File: config.mk
export PLATFORM = sky130hd
export DESIGN_NAME = video_timing_gen
export DESIGN_NICKNAME = d
export VERILOG_FILES = /design/src/rtl/video_timing_gen.sv
export SDC_FILE = /design/constraint.sdc
export NUM_CORES = 1
export LEC_CHECK = 0
export BUFFER_PORTS_ARGS = -buffer_cell sky130_fd_sc_hd__buf_2
export CAP_MARGIN = 10
export CORE_MARGIN = 5
export CORE_UTILIZATION = 31
export DETAILED_ROUTE_END_ITERATION = 7
export GPL_TIMING_DRIVEN = 0
export SYNTH_ARGS = -nofsm -noshare
export SYNTH_HDL_FRONTEND = slang
export SYNTH_SLANG_ARGS = --single-unit
File: constraint.sdc
create_clock -name clk40 -period 7 [get_ports clk40]
set_input_delay 1.4 -clock clk40 [delete_from_list [all_inputs] [get_ports clk40]]
set_output_delay 1.4 -clock clk40 [all_outputs]
set_load 0.1 [all_outputs]
File: src/rtl/video_timing_gen.sv
// Parametrised raster timing generator.
// Free-running pixel/line counters gated by a run enable. Visible and sync
// flags pass through a configurable delay line. Line and frame strobes are
// registered so that they line up with the counters.
module video_timing_gen #(
  parameter int H_ACTIVE       = 800,
  parameter int H_FP           = 40,
  parameter int H_SYNC         = 128,
  parameter int H_BP           = 88,
  parameter int V_ACTIVE       = 600,
  parameter int V_FP           = 1,
  parameter int V_SYNC         = 4,
  parameter int V_BP           = 23,
  parameter bit HSYNC_POL      = 1'b1,
  parameter bit VSYNC_POL      = 1'b1,
  parameter int PIPELINE_DELAY = 1,
  parameter int POS_W          = 11,
  parameter int FRAME_W        = 16
) (
  input  logic               clk40,
  input  logic               rst,
  input  logic               en,
  output logic [POS_W-1:0]   hPos,
  output logic [POS_W-1:0]   vPos,
  output logic [POS_W-1:0]   nextVPos,
  output logic               nextFrameActive,
  output logic               lineStarting,
  output logic               lineEnding,
  output logic               frameStart,
  output logic               vblankStart,
  output logic               videoActive,
  output logic               hsync,
  output logic               vsync,
  output logic [FRAME_W-1:0] frameCount
);

  localparam int H_TOTAL = H_ACTIVE + H_FP + H_SYNC + H_BP;
  localparam int V_TOTAL = V_ACTIVE + V_FP + V_SYNC + V_BP;

  localparam logic [POS_W-1:0] H_LAST     = POS_W'(H_TOTAL - 1);
  localparam logic [POS_W-1:0] V_LAST     = POS_W'(V_TOTAL - 1);
  localparam logic [POS_W-1:0] H_ACT      = POS_W'(H_ACTIVE);
  localparam logic [POS_W-1:0] V_ACT      = POS_W'(V_ACTIVE);
  localparam logic [POS_W-1:0] H_SYNC_BEG = POS_W'(H_ACTIVE + H_FP);
  localparam logic [POS_W-1:0] H_SYNC_END = POS_W'(H_ACTIVE + H_FP + H_SYNC);
  localparam logic [POS_W-1:0] V_SYNC_BEG = POS_W'(V_ACTIVE + V_FP);
  localparam logic [POS_W-1:0] V_SYNC_END = POS_W'(V_ACTIVE + V_FP + V_SYNC);

  // Reject timing sets the counters cannot represent.
  if (H_FP < 1 || H_SYNC < 1 || H_BP < 1 || V_FP < 1 || V_SYNC < 1 || V_BP < 1) begin : g_err_porch
    $error("video_timing_gen: porch and sync widths must be at least 1");
  end
  if (H_TOTAL > (1 << POS_W) || V_TOTAL > (1 << POS_W)) begin : g_err_width
    $error("video_timing_gen: POS_W too small for H_TOTAL/V_TOTAL");
  end
  if (PIPELINE_DELAY < 0 || PIPELINE_DELAY > 8) begin : g_err_delay
    $error("video_timing_gen: PIPELINE_DELAY must be 0..8");
  end

  logic [POS_W-1:0]   r_hpos;
  logic [POS_W-1:0]   r_vpos;
  logic [FRAME_W-1:0] r_frame_count;
  logic               r_line_starting;
  logic               r_line_ending;
  logic               r_frame_start;
  logic               r_vblank_start;

  logic               w_h_wrap;
  logic               w_v_wrap;
  logic [POS_W-1:0]   w_hpos_next;
  logic [POS_W-1:0]   w_vpos_inc;
  logic [POS_W-1:0]   w_vpos_next;
  logic               w_act;
  logic               w_hs;
  logic               w_vs;
  logic [2:0]         w_raw;
  logic [2:0]         w_dly;

  assign w_h_wrap    = (r_hpos == H_LAST);
  assign w_v_wrap    = (r_vpos == V_LAST);
  assign w_hpos_next = w_h_wrap ? '0 : r_hpos + 1'b1;
  assign w_vpos_inc  = w_v_wrap ? '0 : r_vpos + 1'b1;
  assign w_vpos_next = w_h_wrap ? w_vpos_inc : r_vpos;

  // Raw region flags from the current counters; all inactive while stopped.
  assign w_act = (r_hpos < H_ACT) && (r_vpos < V_ACT) && en;
  assign w_hs  = (r_hpos >= H_SYNC_BEG) && (r_hpos < H_SYNC_END) && en;
  assign w_vs  = (r_vpos >= V_SYNC_BEG) && (r_vpos < V_SYNC_END) && en;
  assign w_raw = {w_act, w_hs, w_vs};

  // Position and frame counters advance only while enabled.
  always_ff @(posedge clk40 or posedge rst) begin
    if (rst) begin
      r_hpos        <= '0;
      r_vpos        <= '0;
      r_frame_count <= '0;
    end else if (en) begin
      r_hpos <= w_hpos_next;
      r_vpos <= w_vpos_next;
      if (w_h_wrap && w_v_wrap) begin
        r_frame_count <= r_frame_count + 1'b1;
      end
    end
  end

  // Strobes describe the position being entered, so they hold with the counters.
  always_ff @(posedge clk40 or posedge rst) begin
    if (rst) begin
      r_line_starting <= 1'b0;
      r_line_ending   <= 1'b0;
      r_frame_start   <= 1'b0;
      r_vblank_start  <= 1'b0;
    end else if (en) begin
      r_line_starting <= (w_hpos_next == '0);
      r_line_ending   <= (w_hpos_next == H_ACT);
      r_frame_start   <= (w_hpos_next == '0) && (w_vpos_next == '0);
      r_vblank_start  <= (w_hpos_next == '0) && (w_vpos_next == V_ACT);
    end
  end

  if (PIPELINE_DELAY == 0) begin : g_no_pipe
    assign w_dly = w_raw;
  end else begin : g_pipe
    logic [2:0] r_stage [PIPELINE_DELAY];

    // Delay line shifts every clock so it drains cleanly when disabled.
    always_ff @(posedge clk40 or posedge rst) begin
      if (rst) begin
        for (int i = 0; i < PIPELINE_DELAY; i++) begin
          r_stage[i] <= '0;
        end
      end else begin
        r_stage[0] <= w_raw;
        for (int i = 1; i < PIPELINE_DELAY; i++) begin
          r_stage[i] <= r_stage[i-1];
        end
      end
    end

    assign w_dly = r_stage[PIPELINE_DELAY-1];
  end

  assign hPos            = r_hpos;
  assign vPos            = r_vpos;
  assign nextVPos        = w_vpos_inc;
  assign nextFrameActive = (w_vpos_inc < V_ACT);
  assign lineStarting    = r_line_starting;
  assign lineEnding      = r_line_ending;
  assign frameStart      = r_frame_start;
  assign vblankStart     = r_vblank_start;
  assign frameCount      = r_frame_count;
  assign videoActive     = w_dly[2];
  assign hsync           = ~(w_dly[1] ^ HSYNC_POL);
  assign vsync           = ~(w_dly[0] ^ VSYNC_POL);

endmodule

==> out/results.ini <==
[die]
start_util_pct=31.9
boundaryPins=60
dieWidth_um=105
rows=34
core_um2=8760
die_height_um=105
dieArea_um2=11000

[route]
drc=0
firstDrtPassIters=5
drtAntennaViolNets=0
num_vias=2476
first_iter_violations=93
wire_per_inst_um=14.7
routed_wl_um=7180
via_per_inst=5.07

[worst_hold_path]
hold_class=reg -> reg
whs_path_depth=1

[setup_path]
timing.critical_path.mode_cell=a21oi_1
path_max_fanout=9
crit_path_end_kind=output port
critical-path-max-stage-delay_ns=0.49
r2r_cells=8
crit_type=reg -> out
crit_arrival_ns=2.77
cp.required_ns=5.60
cp_slowest_cell=dfrtp_1
cp-start-kind=flop
worstPathCellList=ha_1, and4bb_2, and3_1, clkbuf_1, a21oi_1, a21o_1, a21oi_1, buf_2

[power_and_ir_drop]
power_switching_w=0.000270
irDropWorstVdd_uv=136
power.leakage_nw=1.61
pwr-share-seq_pct=40.1
p_int_w=0.000459
swShare_pct=37.1
combPwrFrac_pct=27.3
p_clk_share_pct=32.6
p_per_area_nw_per_um2=215

[finish]
drive_gt1_share_pct=24.2
multi_input_comb_area_um2=1490
nets=387
fin_area_um2=3380
fillers=920
regArea_um2=1130
fin_util_pct=38.6
n_antenna_cell=0
stdcell_count=488
syn_to_final_growth_pct=21.0

[place]
post-place-ws_ns=3.19
place_congestion=0.855
port_buffers=59
placedInstanceArea_um2=3250
dpl.hpwl_um=5380
dp_cells=480

[clocking]
cts.sinks=45
cts_setup_buffers=0
htreeDepth=2
clock_path_buffers=2
path_clk_slew_ns=0.09
insertion_delay_ns=0.30
cts_tree=built
cts-root-buf=clkbuf_8
holdBufCountCts=0
cts_resized=0
cts_buffers=5

[timing]
skew_ns=0.00511
finalHoldViolCount=0
drv_slew=0
worst_slew_pin_slew_ns=0.504
min_period_ns=4.17
period_share_pct=59.6
setup_viol=0
finalWorstSetupSlack_ns=2.83
max_slew_margin_pct=66.1
rsz0062_at_grt=no
tns_ns=0
fmax_mhz=240

[grt]
grt_pass1_wl_um=12300
grt_usage_pct=13.3
grt_pass1_vias=2478
antenna_found_initial=0
overflow=0
grt_max_degree=30

[run_status]
status=finished clean

[synth]
synth_flop_cell=dfrtp_1
yosysWarnings=0
synth_cell_type_count=57
syn-num-nets=320
yosysSeqAreaShare_pct=40.3
syn_inst=312
synth_edf_count=0
synth_seq_cells=45
syn_area_um2=2800
syn_area_per_cell_um2=8.96
ys_async_sr_fraction_pct=100

[flow_run]
drv_cap=0

[cell usage after synthesis (2+ instances only)]
| cell | instances | area (um2) |
|---|---|---|
| a211o_1 | 2 | 17.5 |
| a21oi_1 | 7 | 35.0 |
| a31oi_1 | 2 | 12.5 |
| and3_1 | 10 | 62.6 |
| and3_2 | 2 | 15.0 |
| and4_1 | 3 | 26.3 |
| buf_6 | 3 | 33.8 |
| clkbuf_1 | 11 | 41.3 |
| clkbuf_8 | 3 | 41.3 |
| dfrtp_1 | 45 | 1130 |
| ha_1 | 5 | 62.6 |
| inv_1 | 17 | 63.8 |
| nand2_1 | 39 | 146 |
| nand3_1 | 14 | 70.1 |
| nand3b_1 | 2 | 15.0 |
| nand4_1 | 8 | 50.1 |
| nor2_1 | 27 | 101 |
| nor2b_1 | 3 | 18.8 |
| nor3_1 | 11 | 55.1 |
| nor4_1 | 2 | 12.5 |
| nor4b_1 | 2 | 17.5 |
| o2111ai_1 | 3 | 26.3 |
| o211ai_1 | 2 | 15.0 |
| o21ai_0 | 15 | 75.1 |
| o22ai_1 | 4 | 25.0 |
| o31ai_1 | 2 | 15.0 |
| o32ai_1 | 2 | 17.5 |
| or2_2 | 2 | 12.5 |
| or4_1 | 2 | 15.0 |
| xnor2_1 | 22 | 193 |
| xor2_1 | 14 | 123 |
[registers in the layout, summed over array words and instances, names as in the netlist]
register and flops:
frameCount 16, hPos 11, vPos 11, g_pipe.r_stage 3
frameStart 1, lineEnding 1, lineStarting 1, vblankStart 1
[kinds of logic after synthesis]
family	count (synthesis)	synth area share [%]
flops	45	40.3
simple gates	141	27.2
xor+xnor	36	11.3
fa+ha+maj	5	2.24
compound gates	49	11.8
buf+inv	34	6.44
mux	2	0.761
[power by group through the flow]
stage | clock (W) | combinational, W | sequential [W]
floorplan | 0 | 0.0000672 | 0.000390
detailed placement | 0 | 0.000199 | 0.000297
global placement | 0 | 0.000194 | 0.000296
finish | 0.000238 | 0.000199 | 0.000292
CTS | 0.000247 | 0.000200 | 0.000292
global route | 0.000255 | 0.000212 | 0.000294
[routing by layer]
| metal | part of all wire, % | routed length [um] | global-route usage, % |
|---|---|---|---|
| met1 | 48 | 3460 | 18.9 |
| met2 | 45 | 3250 | 20.5 |
| met3 | 5.0 | 359 | 2.96 |
| met4 | 1.4 | 101 | 3.65 |
| met5 | 0 | 0 | 0 |
[layout by cell type (no fill, tap or decap), types with 3 or more instances in the layout]
cell type / n
a21oi_1: 7
and3_1: 10
and4_1: 3
buf_2: 59
buf_6: 3
clkbuf_1: 11
clkbuf_8: 8
dfrtp_1: 45
ha_1: 5
inv_1: 16
nand2_1: 39
nand3_1: 14
nand4_1: 8
nor2_1: 27
nor2b_1: 3
nor3_1: 11
o2111ai_1: 3
o21ai_0: 15
o22ai_1: 4
xnor2_1: 22
xor2_1: 14
[path summary, 6_finish.rpt]
path                                            start                         end  slack (ns)
max                               vPos[1]$_DFFE_PP0P_             nextFrameActive        2.83
min                        frameCount[15]$_DFFE_PP0P_  frameCount[15]$_DFFE_PP0P_        0.47
max reg2reg                       vPos[1]$_DFFE_PP0P_      frameStart$_DFFE_PP0P_        4.19
min reg2reg                frameCount[15]$_DFFE_PP0P_  frameCount[15]$_DFFE_PP0P_        0.47
max in group asynchronous                         rst         hPos[4]$_DFFE_PP0P_        5.45
min in group asynchronous                         rst  frameCount[15]$_DFFE_PP0P_        1.07
[per-stage QoR]
stage	total power [W]	hold WS, ns
floorplan	0.000458	0.963
global placement	0.000491	0.452
detailed placement	0.000496	0.460
CTS	0.000739	0.478
global route	0.000761	0.502
finish	0.000729	0.467
[worst max-delay path, delay by kind of cell (launching register included)]
family / cells / cell delay [ns]
fa+ha+maj: 1 / 0.30
buf+inv: 2 / 0.75
compound gates: 3 / 0.51
flops: 1 / 0.49
simple gates: 2 / 0.41
[layout make-up]
| class | instances | area share [%] |
|---|---|---|
| Buffer | 17 | 3.44 |
| Clock buffer | 5 | 2.03 |
| Clock inverter | 3 | 2.03 |
| Inverter | 17 | 1.89 |
| Multi-Input combinational cell | 233 | 44.0 |
| Sequential cell | 45 | 33.3 |
| Tap cell | 108 | 3.99 |
| Timing Repair Buffer | 60 | 9.32 |
Power figures use the tool's default switching activity.
